File: config.mk
export PLATFORM = sky130hd
export DESIGN_NAME = inst_fetch_unit
export DESIGN_NICKNAME = d
export VERILOG_FILES = /design/src/rtl/inst_fetch_unit.sv
export SDC_FILE = /design/constraint.sdc
export NUM_CORES = 1
export LEC_CHECK = 0
export CORE_MARGIN = 5
export CORE_UTILIZATION = 45
export DETAILED_ROUTE_END_ITERATION = 10
export MAX_ROUTING_LAYER = met4
export PLACE_DENSITY = 0.8
export SLEW_MARGIN = 20
export SYNTH_ARGS = -nofsm -noshare
export SYNTH_HDL_FRONTEND = slang
export SYNTH_SLANG_ARGS = --single-unit
File: constraint.sdc
create_clock -name clk -period 2.82 [get_ports clk]
set_input_delay 0.564 -clock clk [delete_from_list [all_inputs] [get_ports clk]]
set_output_delay 0.564 -clock clk [all_outputs]
set_load 0.01 [all_outputs]
File: src/rtl/inst_fetch_unit.sv
// inst_fetch_unit: instruction-fetch stage. Issues word-addressed fetches to a
// synchronous IMEM (1-cycle read latency), buffers returned instructions and
// their NPC in a DEPTH-entry queue, and presents the head to decode over a
// valid/ready handshake. EX redirects (PCSrc) flush all wrong-path work.
// Optional build macro FETCH_PERF_EN adds saturating performance counters.
module inst_fetch_unit #(
  parameter int PC_W     = 10,
  parameter int INSTR_W  = 32,
  parameter int PC_STEP  = 1,
  parameter int RESET_PC = 0,
  parameter int DEPTH    = 2
) (
  input  logic               clk,
  input  logic               rst_n,
  input  logic               PCSrc,
  input  logic [PC_W-1:0]    Ex_NPC,
  output logic [PC_W-1:0]    imem_addr,
  output logic               imem_en,
  input  logic [INSTR_W-1:0] imem_rdata,
  output logic               if_id_valid,
  input  logic               id_ready,
  output logic [INSTR_W-1:0] if_id_instr,
  output logic [PC_W-1:0]    if_id_NPC
`ifdef FETCH_PERF_EN
  ,
  output logic [31:0]        perf_fetched,
  output logic [31:0]        perf_redirects,
  output logic [31:0]        perf_stall
`endif
);

  localparam int AW = (DEPTH > 1) ? $clog2(DEPTH) : 1;
  localparam int CW = AW + 1;

  logic [PC_W-1:0]    pc_q, pc_d;
  logic               inflight_q, inflight_d;
  logic [PC_W-1:0]    fly_npc_q, fly_npc_d;
  logic [AW-1:0]      rd_ptr_q, rd_ptr_d;
  logic [AW-1:0]      wr_ptr_q, wr_ptr_d;
  logic [CW-1:0]      count_q, count_d;
  logic [INSTR_W-1:0] instr_mem_q [DEPTH];
  logic [PC_W-1:0]    npc_mem_q   [DEPTH];

  logic            deq, enq, issue, has_credit;
  logic [PC_W-1:0] pc_inc;
  logic [CW:0]     used_slots, free_cap;

  assign pc_inc = pc_q + PC_STEP[PC_W-1:0];

  // Handshake and credit: a fetch may issue only if a queue slot is
  // guaranteed for its return, counting the one in flight and any slot
  // freed by this cycle's dequeue.
  assign if_id_valid = rst_n & (count_q != '0);
  assign deq         = if_id_valid & id_ready;
  assign used_slots  = {1'b0, count_q} + (CW+1)'(inflight_q);
  assign free_cap    = (CW+1)'(DEPTH) + (CW+1)'(deq);
  assign has_credit  = used_slots < free_cap;
  assign issue       = rst_n & ~PCSrc & has_credit;
  assign enq         = inflight_q & ~PCSrc;

  assign imem_en     = issue;
  assign imem_addr   = pc_q;
  assign if_id_instr = if_id_valid ? instr_mem_q[rd_ptr_q] : '0;
  assign if_id_NPC   = if_id_valid ? npc_mem_q[rd_ptr_q]   : '0;

  // Next-state for PC, in-flight tracking and queue pointers/count.
  always_comb begin
    // NOTE: every always_comb output gets a default first so no path leaves
    // it unassigned, which would otherwise infer a latch.
    pc_d       = pc_q;
    inflight_d = 1'b0;
    fly_npc_d  = fly_npc_q;
    rd_ptr_d   = rd_ptr_q;
    wr_ptr_d   = wr_ptr_q;
    count_d    = count_q;
    if (PCSrc) begin
      pc_d     = Ex_NPC;
      rd_ptr_d = '0;
      wr_ptr_d = '0;
      count_d  = '0;
    end else begin
      if (issue) begin
        pc_d       = pc_inc;
        inflight_d = 1'b1;
        fly_npc_d  = pc_inc;
      end
      if (enq) wr_ptr_d = wr_ptr_q + AW'(1);
      if (deq) rd_ptr_d = rd_ptr_q + AW'(1);
      if (enq && !deq)      count_d = count_q + CW'(1);
      else if (deq && !enq) count_d = count_q - CW'(1);
    end
  end

  // Control state register with synchronous active-low reset.
  always_ff @(posedge clk) begin
    // NOTE: sequential state is updated with non-blocking assignments so all
    // registers sample the same pre-edge values.
    if (!rst_n) begin
      pc_q       <= PC_W'(RESET_PC);
      inflight_q <= 1'b0;
      fly_npc_q  <= '0;
      rd_ptr_q   <= '0;
      wr_ptr_q   <= '0;
      count_q    <= '0;
    end else begin
      pc_q       <= pc_d;
      inflight_q <= inflight_d;
      fly_npc_q  <= fly_npc_d;
      rd_ptr_q   <= rd_ptr_d;
      wr_ptr_q   <= wr_ptr_d;
      count_q    <= count_d;
    end
  end

  // Queue storage: captures returning IMEM data with the NPC of its fetch.
  always_ff @(posedge clk) begin
    // NOTE: storage is deliberately not reset; count_q gates visibility and
    // the outputs are forced to zero when the queue is empty.
    if (rst_n && enq) begin
      instr_mem_q[wr_ptr_q] <= imem_rdata;
      npc_mem_q[wr_ptr_q]   <= fly_npc_q;
    end
  end

`ifdef FETCH_PERF_EN
  // Saturating counters: accepted instructions, redirect cycles, stall cycles.
  always_ff @(posedge clk) begin
    if (!rst_n) begin
      perf_fetched   <= '0;
      perf_redirects <= '0;
      perf_stall     <= '0;
    end else begin
      if (deq && !PCSrc && perf_fetched != '1) perf_fetched <= perf_fetched + 32'd1;
      if (PCSrc && perf_redirects != '1)       perf_redirects <= perf_redirects + 32'd1;
      if (if_id_valid && !id_ready && perf_stall != '1) perf_stall <= perf_stall + 32'd1;
    end
  end
`endif

endmodule

## After elaboration in Yosys (flattened, before gate mapping)

Memory sizes are Yosys's and may differ from the RTL's. A register that Yosys moved wholly into a read port is not among the register bits.
Cells that the tools add are included.

- Register bits: 25
- RAM bits: 84
- Word-level logic and storage cells: 46
- Memories kept: 2

Memory list:

| memory | depth | width | read ports | clocked after Yosys merged registers in | write ports | RTL line | text |
|---|---|---|---|---|---|---|---|
| instr_mem_q | 2 | 32 | 1 | 1 | 1 | 41 | `logic [INSTR_W-1:0] instr_mem_q [DEPTH];` |
| npc_mem_q | 2 | 10 | 1 | 1 | 1 | 42 | `logic [PC_W-1:0] npc_mem_q [DEPTH];` |

- Add/sub/neg operators: 7
- Magnitude comparators: 1
- Multiplexer cells: 13
- Bitwise gates (word level): 7
- Reduce and logical (&&, ||, !) cells: 10

Operators with widths:

| operator | count |
|---|---|
| $mux 32 | 1 |
| $mux 10 | 3 |
| $add 10x1->10 const B | 1 |
| $mux 1 | 7 |
| $reduce_bool 2->1 | 3 |
| $and 1x1->1 | 5 |
| $mux 2 | 2 |
| $add 2x1->3 | 1 |
| $add 2x1->3 const A | 1 |
| $logic_and 1x1->1 | 3 |
| $lt 3x3->1 | 1 |
| $add 1x1->1 const B | 2 |
| $add 2x1->2 const B | 1 |
| $logic_not 1->1 | 2 |
| $not 1->1 | 2 |
| $reduce_and 2->1 | 1 |
| $reduce_or 2->1 | 1 |
| $sub 2x1->2 const B | 1 |

## Logic depth before layout (Yosys ltp)

- Depth after elaboration: 8
- Mapped depth: 7
- Depth with buffers taken out: 7

## Worst setup path after synthesis

No wires, ideal clock.

- Kind: input to register
- Start point: input rst_n
- End point: memory instr_mem_q[0][0] (enable)
- Setup time: 0.442 ns
- Arrival: 2.600 ns
- Data required time: 2.378 ns
- Slack: -0.221 ns
- Stages on the path: 3
- Path buffers: 0
- Path through: nor2b_1 nand2_1 nor2_1

- Word-level cells in the longest chain between the ends: 3

RTL lines:

| item | RTL line | text |
|---|---|---|
| start: declaration | 14 | `input logic rst_n,` |
| $logic_and 1x1->1 | 119 | `if (rst_n && enq) begin` |
| $mux 1 | 119 |  |
| $mux 1 (not written as such) | 120 | `instr_mem_q[wr_ptr_q] <= imem_rdata;` |
| end: declaration | 41 |  |

Every way passes these cells.

## Final worst setup path

- Start point: register inflight_q
- End point: output imem_en

- Word-level cells in the longest chain between the ends: 3

RTL lines:

| item | RTL line | text |
|---|---|---|
| start: declaration | 36 | `logic inflight_q, inflight_d;` |
| start signal: assignment | 107 | `inflight_q <= inflight_d;` |
| $add 2x1->3 | 55 | `assign used_slots = {1'b0, count_q} + (CW+1)'(inflight_q);` |
| $lt 3x3->1 | 57 | `assign has_credit = used_slots < free_cap;` |
| $and 1x1->1 | 58 | `assign issue = rst_n & ~PCSrc & has_credit;` |
| end: declaration | 18 | `output logic imem_en,` |

Every way passes these cells.

==> flow_metrics.py <==
metrics = {
    "setup_path": {
        "critPathMaxStageDelay_ns": 0.54,
        "worstPathRequired_ns": 2.26,
        "cp-end-kind": "primary output",
        "cp-start-kind": "flop",
        "worstPathArrival_ns": 2.15,
        "cp_max_fo": 5,
        "cp_slowest_cell": "clkdlybuf4s50_1",
        "crit_chain": "ha_1 > nand2b_1 > o21ai_0 > nand2_1 > clkinv_1 > clkdlybuf4s50_1",
        "critPathKind": "reg -> out",
    },
    "outcome": {
        "status": "complete, no violations",
    },
    "placed_design": {
        "pre_cts_ws_ns": 0.1010,
        "port_buffers": 99,
        "place_area_um2": 5685,
        "gp_congestion": 0.8778,
        "hpwl_um": 6313,
    },
    "sta": {
        "setup_violations": 0,
        "slew_violations": 0,
        "fin_ws_ns": 0.1098,
        "finalHoldViolations": 0,
        "finalClockSkew_ns": 0.009259,
        "tightest_slew_ns": 0.4136,
        "max_freq_mhz": 369.0,
        "rsz0062_at_grt": "false",
        "fin_tns_setup_ns": 0,
        "slew_headroom_pct": 72.43,
        "period_share_pct": 96.11,
        "fin_crit_ns": 2.710,
    },
    "detailed_routing": {
        "highest_layer": "met4",
        "drtIter0Drc": 194,
        "wl_per_cell_um": 15.46,
        "wl_met2_um": 4326,
        "ant_nets": 0,
        "drcViolationCount": 0,
        "vias": 2871,
        "viasPerCell": 5.019,
        "routed_wl_um": 8844,
        "wl_met3_um": 497,
        "drtPass1Iterations": 4,
        "met1_length_um": 3913,
    },
    "layout": {
        "layout-drive-gt1-share_pct": 8.200,
        "nets": 484,
        "finalInstanceArea_um2": 5881,
        "syn2layout_area_growth_pct": 33.56,
        "antenna_cells": 0,
    },
    "logic_synthesis": {
        "avgSynthCellArea_um2": 13.59,
        "yosys_most_used_dff": "edfxtp_1",
        "synthMostInstantiatedCell": "edfxtp_1",
        "synth-seq-cells": 110,
        "yosys_warnings": 0,
        "synth_nets": 374,
        "netlist_area_um2": 4403,
        "synth_cells": 324,
        "seq_area_frac_synth_pct": 69.11,
        "ys_top_cells_by_count": "84 x edfxtp_1, 50 x nor2_1, 42 x mux2i_1",
        "synthDominantCellAreaShare_pct": 57.29,
        "yosysTopAreaCell": "edfxtp_1",
        "synth_cell_types": 33,
        "async_flop_share_pct": 0,
        "yosys-top-cells-area": "edfxtp_1 57%, dfxtp_1 12%, mux2i_1 9.5%",
        "synth_edf_count": 84,
    },
    "floorplan": {
        "die_h_um": 108.9,
        "die_w_um": 108.9,
        "dieArea_um2": 11860,
        "row_count": 36,
        "io_pins": 100,
        "start_util_pct": 45.68,
        "core_area_um2": 9639,
    },
    "job": {
        "cap_violations": 0,
    },
    "clocking": {
        "cts_buffers": 9,
        "postCtsHoldBufs": 0,
        "htreeDepth": 3,
        "cts_setup_buffers": 0,
        "cts_resized": 0,
        "cts_tree": "yes",
        "clock_sinks": 110,
        "cts.path.max_buffers": 2,
        "clk_latency_ns": 0.35,
        "cts_root_buffer": "clkbuf_8",
        "clk_transition_reported_paths_ns": 0.10,
    },
    "grt": {
        "grt_pass1_wl_um": 14240,
        "grt_max_degree": 43,
        "grt_pass1_vias": 2956,
        "antenna_found_initial": 0,
        "gr-usage-all-layers_pct": 15.80,
        "overflow": 0,
    },
    "power_and_ir_drop": {
        "p_per_area_nw_per_um2": 498.7,
        "ir_drop_v": 0.0002446,
        "leakagePower_nw": 1.887,
    },
    "worst_hold_path": {
        "hold_path_class": "reg -> reg",
    },
}
-- per-stage QoR --
stage,hold slack (ns),util [%],power (mW),std cells
6_report,0.4640,61.01,2.933,572
5_1_grt,0.4864,61.01,3.057,572
4_1_cts,0.4666,60.99,2.972,572
3_5_place_dp,0.4429,58.98,2.087,556
3_3_place_gp,0.4346,58.98,2.077,556
2_1_floorplan,0.4192,-,1.933,324
-- per-layer routing --
layer  vias up  track usage [%]
li1       1419                -
met1      1356            20.38
met2        88            25.83
met3         8            2.487
met4         0            4.869
met5         -                -
-- cell type report --
type,count,area [um^2]
clock buffer,11,152.6
clock inverter,5,41.29
fill,779,3759
inverter,8,30.03
multi-input combinational,191,1291
sequential,110,3045
tap,133,166.4
timing repair buffer,114,1154
-- path summary, 6_finish.rpt --
kind | start | to | slack, ns | cells past startpoint
hold reg to reg | fly_npc_q[6] | npc_mem_q[0][6] | 0.46 | 0
setup / recovery | inflight_q | imem_en | 0.11 | 6
setup reg to reg | imem_addr[0] | imem_addr[6] | 0.87 | 5
hold / removal | fly_npc_q[6] | npc_mem_q[0][6] | 0.46 | 0
-- cells by family (layout without fill, tap and decap cells) --
logic type	after synthesis	count (layout)	share of synthesized area (%)
buffers and inverters	23	138	2.018
multiplexers	42	42	9.548
AO/OA/AOI/OAI	52	52	7.246
XOR/XNOR	12	12	2.387
flip-flops	110	110	69.11
AND/OR/NAND/NOR	81	81	8.554
adder cells (fa/ha/maj)	4	4	1.137
-- critical path: cells and delay by family (launching register included) --
kind | cells | cell delay (ns)
fa+ha+maj | 1 | 0.29
simple gates | 2 | 0.28
buf+inv | 2 | 0.65
compound gates | 1 | 0.23
flops | 1 | 0.36
-- sequential cells by signal, indices dropped and copies added, names as in the netlist, named ones only --
signal,flops
fly_npc_q,10
rd_ptr_q,1
instr_mem_q,64
inflight_q,1
count_q,2
wr_ptr_q,1
imem_addr,10
npc_mem_q,20
-- cells in the final DEF, fill, tap and decap left out, types with 8 or more instances in the layout --
master           instances
mux2i_1                 42
a211oi_1                 8
buf_4                   11
clkdlybuf4s50_1         99
clkbuf_8                 9
xor2_1                   8
edfxtp_1                84
a21oi_1                 11
dfxtp_1                 24
nor2_1                  49
o21ai_0                 14
-- where the power goes --
part / leakage, nW / internal (mW) / switching (mW) / total (mW)
Clock: 0.0986 / 0.385 / 0.497 / 0.883
Combinational: 0.813 / 0.139 / 0.104 / 0.243
Sequential: 0.976 / 1.78 / 0.0297 / 1.81
Total: 1.89 / 2.30 / 0.631 / 2.93
(Power assumes the default switching activity.)
==> RTL edit: new RTL, same flow settings <==
The option `FETCH_PERF_EN` is turned on by a define.
--- a/src/rtl/inst_fetch_unit.sv
+++ b/src/rtl/inst_fetch_unit.sv
@@ -4,4 +4,6 @@
 // valid/ready handshake. EX redirects (PCSrc) flush all wrong-path work.
 // Optional build macro FETCH_PERF_EN adds saturating performance counters.
+`define FETCH_PERF_EN
+
 module inst_fetch_unit #(
   parameter int PC_W     = 10,
Function (old outputs only; new: perf_fetched, perf_redirects and perf_stall): kept (Yosys induction, for registers that start in step).
==> RTL edit against the unedited design <==
Sequential cell count grew 96. Sequential power up 76%. Total power up 120%. Clock skew decreased by 0.0026 ns. Synthesized area is 110% higher. Via count rose to 2.7 times the old value. Global-route usage increased by 4.0 points. Setup slack better by 0.099 ns. Design area rose by 110%. Routed wire length rose to 2.7 times the old value. Critical endpoint is now if_id_NPC[4]. Largest power group unchanged.
==> RTL edit: results (changes against the unedited design) <==
stage,metric,value,unit,change
final_layout,largest_reg_flops,64,,unchanged
final_layout,regMostFlops,instr_mem_q,,
cts,h-tree-depth,1,,-2
hold_path,hp-start,fly_npc_q[7]$_SDFFE_PN0P_,,
logic_synthesis,ys_seq_area_share,54.22,%,-15 points
cts,cts.clk_slew.worst_paths,0.06,ns,-0.04 ns
logic_synthesis,async_reset_ff_share,0,%,unchanged
worst_setup_path,rr_endpoint,perf_fetched[6]$_SDFFE_PN0P_,,
final_layout,drive_gt1_share,7.345,%,-0.86 points
global_routing,grt_pass1_wl,38160,µm,+170%
logic_synthesis,synth_area_per_cell,10.09,µm²,-26%
global_routing,track_usage,19.78,%,+4.0 points
logic_synthesis,synthTopCellsByArea,"edfxtp_1, dfxtp_1, mux2i_1",,
drt,drtIter0Drc,395,,+100%
drt,viasPerCell,5.594,,+11%
worst_setup_path,crit_family,buffers and inverters,,
drt,first_pass_iters,4,,unchanged
placed_design,hpwlAfterDp,16100,µm,+160%
worst_setup_path,max_stage_delay,0.56,ns,+0.02 ns
outcome,outcome,finished clean,,
logic_synthesis,syn_nets,961,,+160%
final_layout,fillers,1620,,+110%
placed_design,place_inst,1360,,+140%
drt,vias,7837,,+170%
global_routing,grt_pass1_vias,7455,,+150%
final_layout,nNetsFinal,1167,,+140%
worst_setup_path,crit_path_start,count_q[1]$_SDFFE_PP0P_,,
cts,cts_buffer_depth,3,,+1
logic_synthesis,synthFlopType,dfxtp_1,,
worst_setup_path,worstPathArrival,2.05,ns,-0.10 ns
logic_synthesis,synth-edff-count,84,,unchanged
worst_setup_path,worstSetupEndpoint,if_id_NPC[4],,
worst_setup_path,r2r_start,perf_fetched[18]$_SDFFE_PN0P_,,
logic_synthesis,ys_warn_count,0,,unchanged
worst_setup_path,rrSetupSlack,0.40,ns,-0.47 ns
pwr,leakage,3.959,nW,+110%
logic_synthesis,synthTopCellsByCount,"dfxtp_1, edfxtp_1, nand2_1, nor2_1, a21oi_1",,
global_routing,grt_max_degree,66,,+53%
timing,hold_ws,0.4514,ns,-0.01261 ns
timing,tightest_slew,0.7367,ns,+0.3232 ns
timing,clock-skew-final,0.006616,ns,-0.002644 ns
worst_setup_path,r2r_cells,6,,+1
placed_design,gp_congestion,0.8865,,+0.99%
cts,clk_latency,0.50,ns,+0.15 ns
placed_design,placed_area,11590,µm²,+100%
pwr,irDropWorstVdd,0.0003958,V,+62%
worst_setup_path,cpMaxStageDelayCell,clkdlybuf4s50_1,,
cts,numCtsBuffers,22,,+13
cts,cts-root-buf,clkbuf_16,,
placed_design,io_buffers,195,,+97%
worst_setup_path,crit_path_max_fanout,43,,+38
hold_path,hold_path.class,reg2reg,,
hold_path,whs_endpoint,npc_mem_q[1][7]$_DFFE_PP_,,
placed_design,place_ws,0.03639,ns,-0.06462 ns
global_routing,grt_antenna_before_repair,1,,+1
hold_path,holdPathStages,0,,unchanged
logic_synthesis,ys_types,57,,+73%
drt,wire_per_inst,16.77,µm,+8.5%
timing,fin_crit,2.611,ns,-0.09908 ns
## RTL edit: cell count changes after synthesis, moves of 30 or more
| cell | delta |
|---|---|
| or3_1 | +34 |
| nand3_1 | +42 |
| nand2_1 | +68 |
| a21oi_1 | +61 |
| nand4_1 | +30 |
| dfxtp_1 | +96 |
## RTL edit: logic make-up after synthesis
kind of cell | share of synthesized area, %
buf+inv | 3.047
mux | 6.121
xor+xnor | 1.626
compound gates | 12.71
flops | 54.22
fa+ha+maj | 0.9564
simple gates | 21.33
## RTL edit: layer usage
metal  global-route usage [%]  vias up  wire length [µm]
met5                        -        -                 0
met4                    4.073        0               320
met3                    4.260       22              1653
met2                    31.51      258             11060
met1                    26.32     3715             10460
li1                         -     3842                 -
## RTL edit: power by group
group	total [mW]	switching [mW]	internal, mW
combinational	0.315	0.155	0.159
clock	2.89	1.16	1.73
sequential	3.18	0.0378	3.14
total	6.38	1.35	5.02
## RTL edit: worst reg2reg max path, delay by kind of cell (launching register included)
family / cells / cell delay, ns
AOI/OAI and AO/OA: 2 / 0.66
buffers and inverters: 1 / 0.31
DFF: 1 / 0.42
and+or+nand+nor: 3 / 0.89
## RTL edit: cell type report
class,count,area [µm²],share of cell area [%]
sequential,206,4970,40.30
clock inverter,12,115.1,0.9335
clock buffer,28,614.3,4.982
timing repair buffer,228,2262,18.35
antenna,1,2.502,0.02029
multi-input combinational,632,3939,31.94
tap,270,337.8,2.740
inverter,24,90.09,0.7306
## RTL edit: repair_timing
action	in CTS	in global routing
hold buffers	0	0
resized for setup	1	3
buffers inserted	0	0
endpoints found under the setup margin	1	2
pin swaps	0	1
endpoints found under the hold margin	0	0
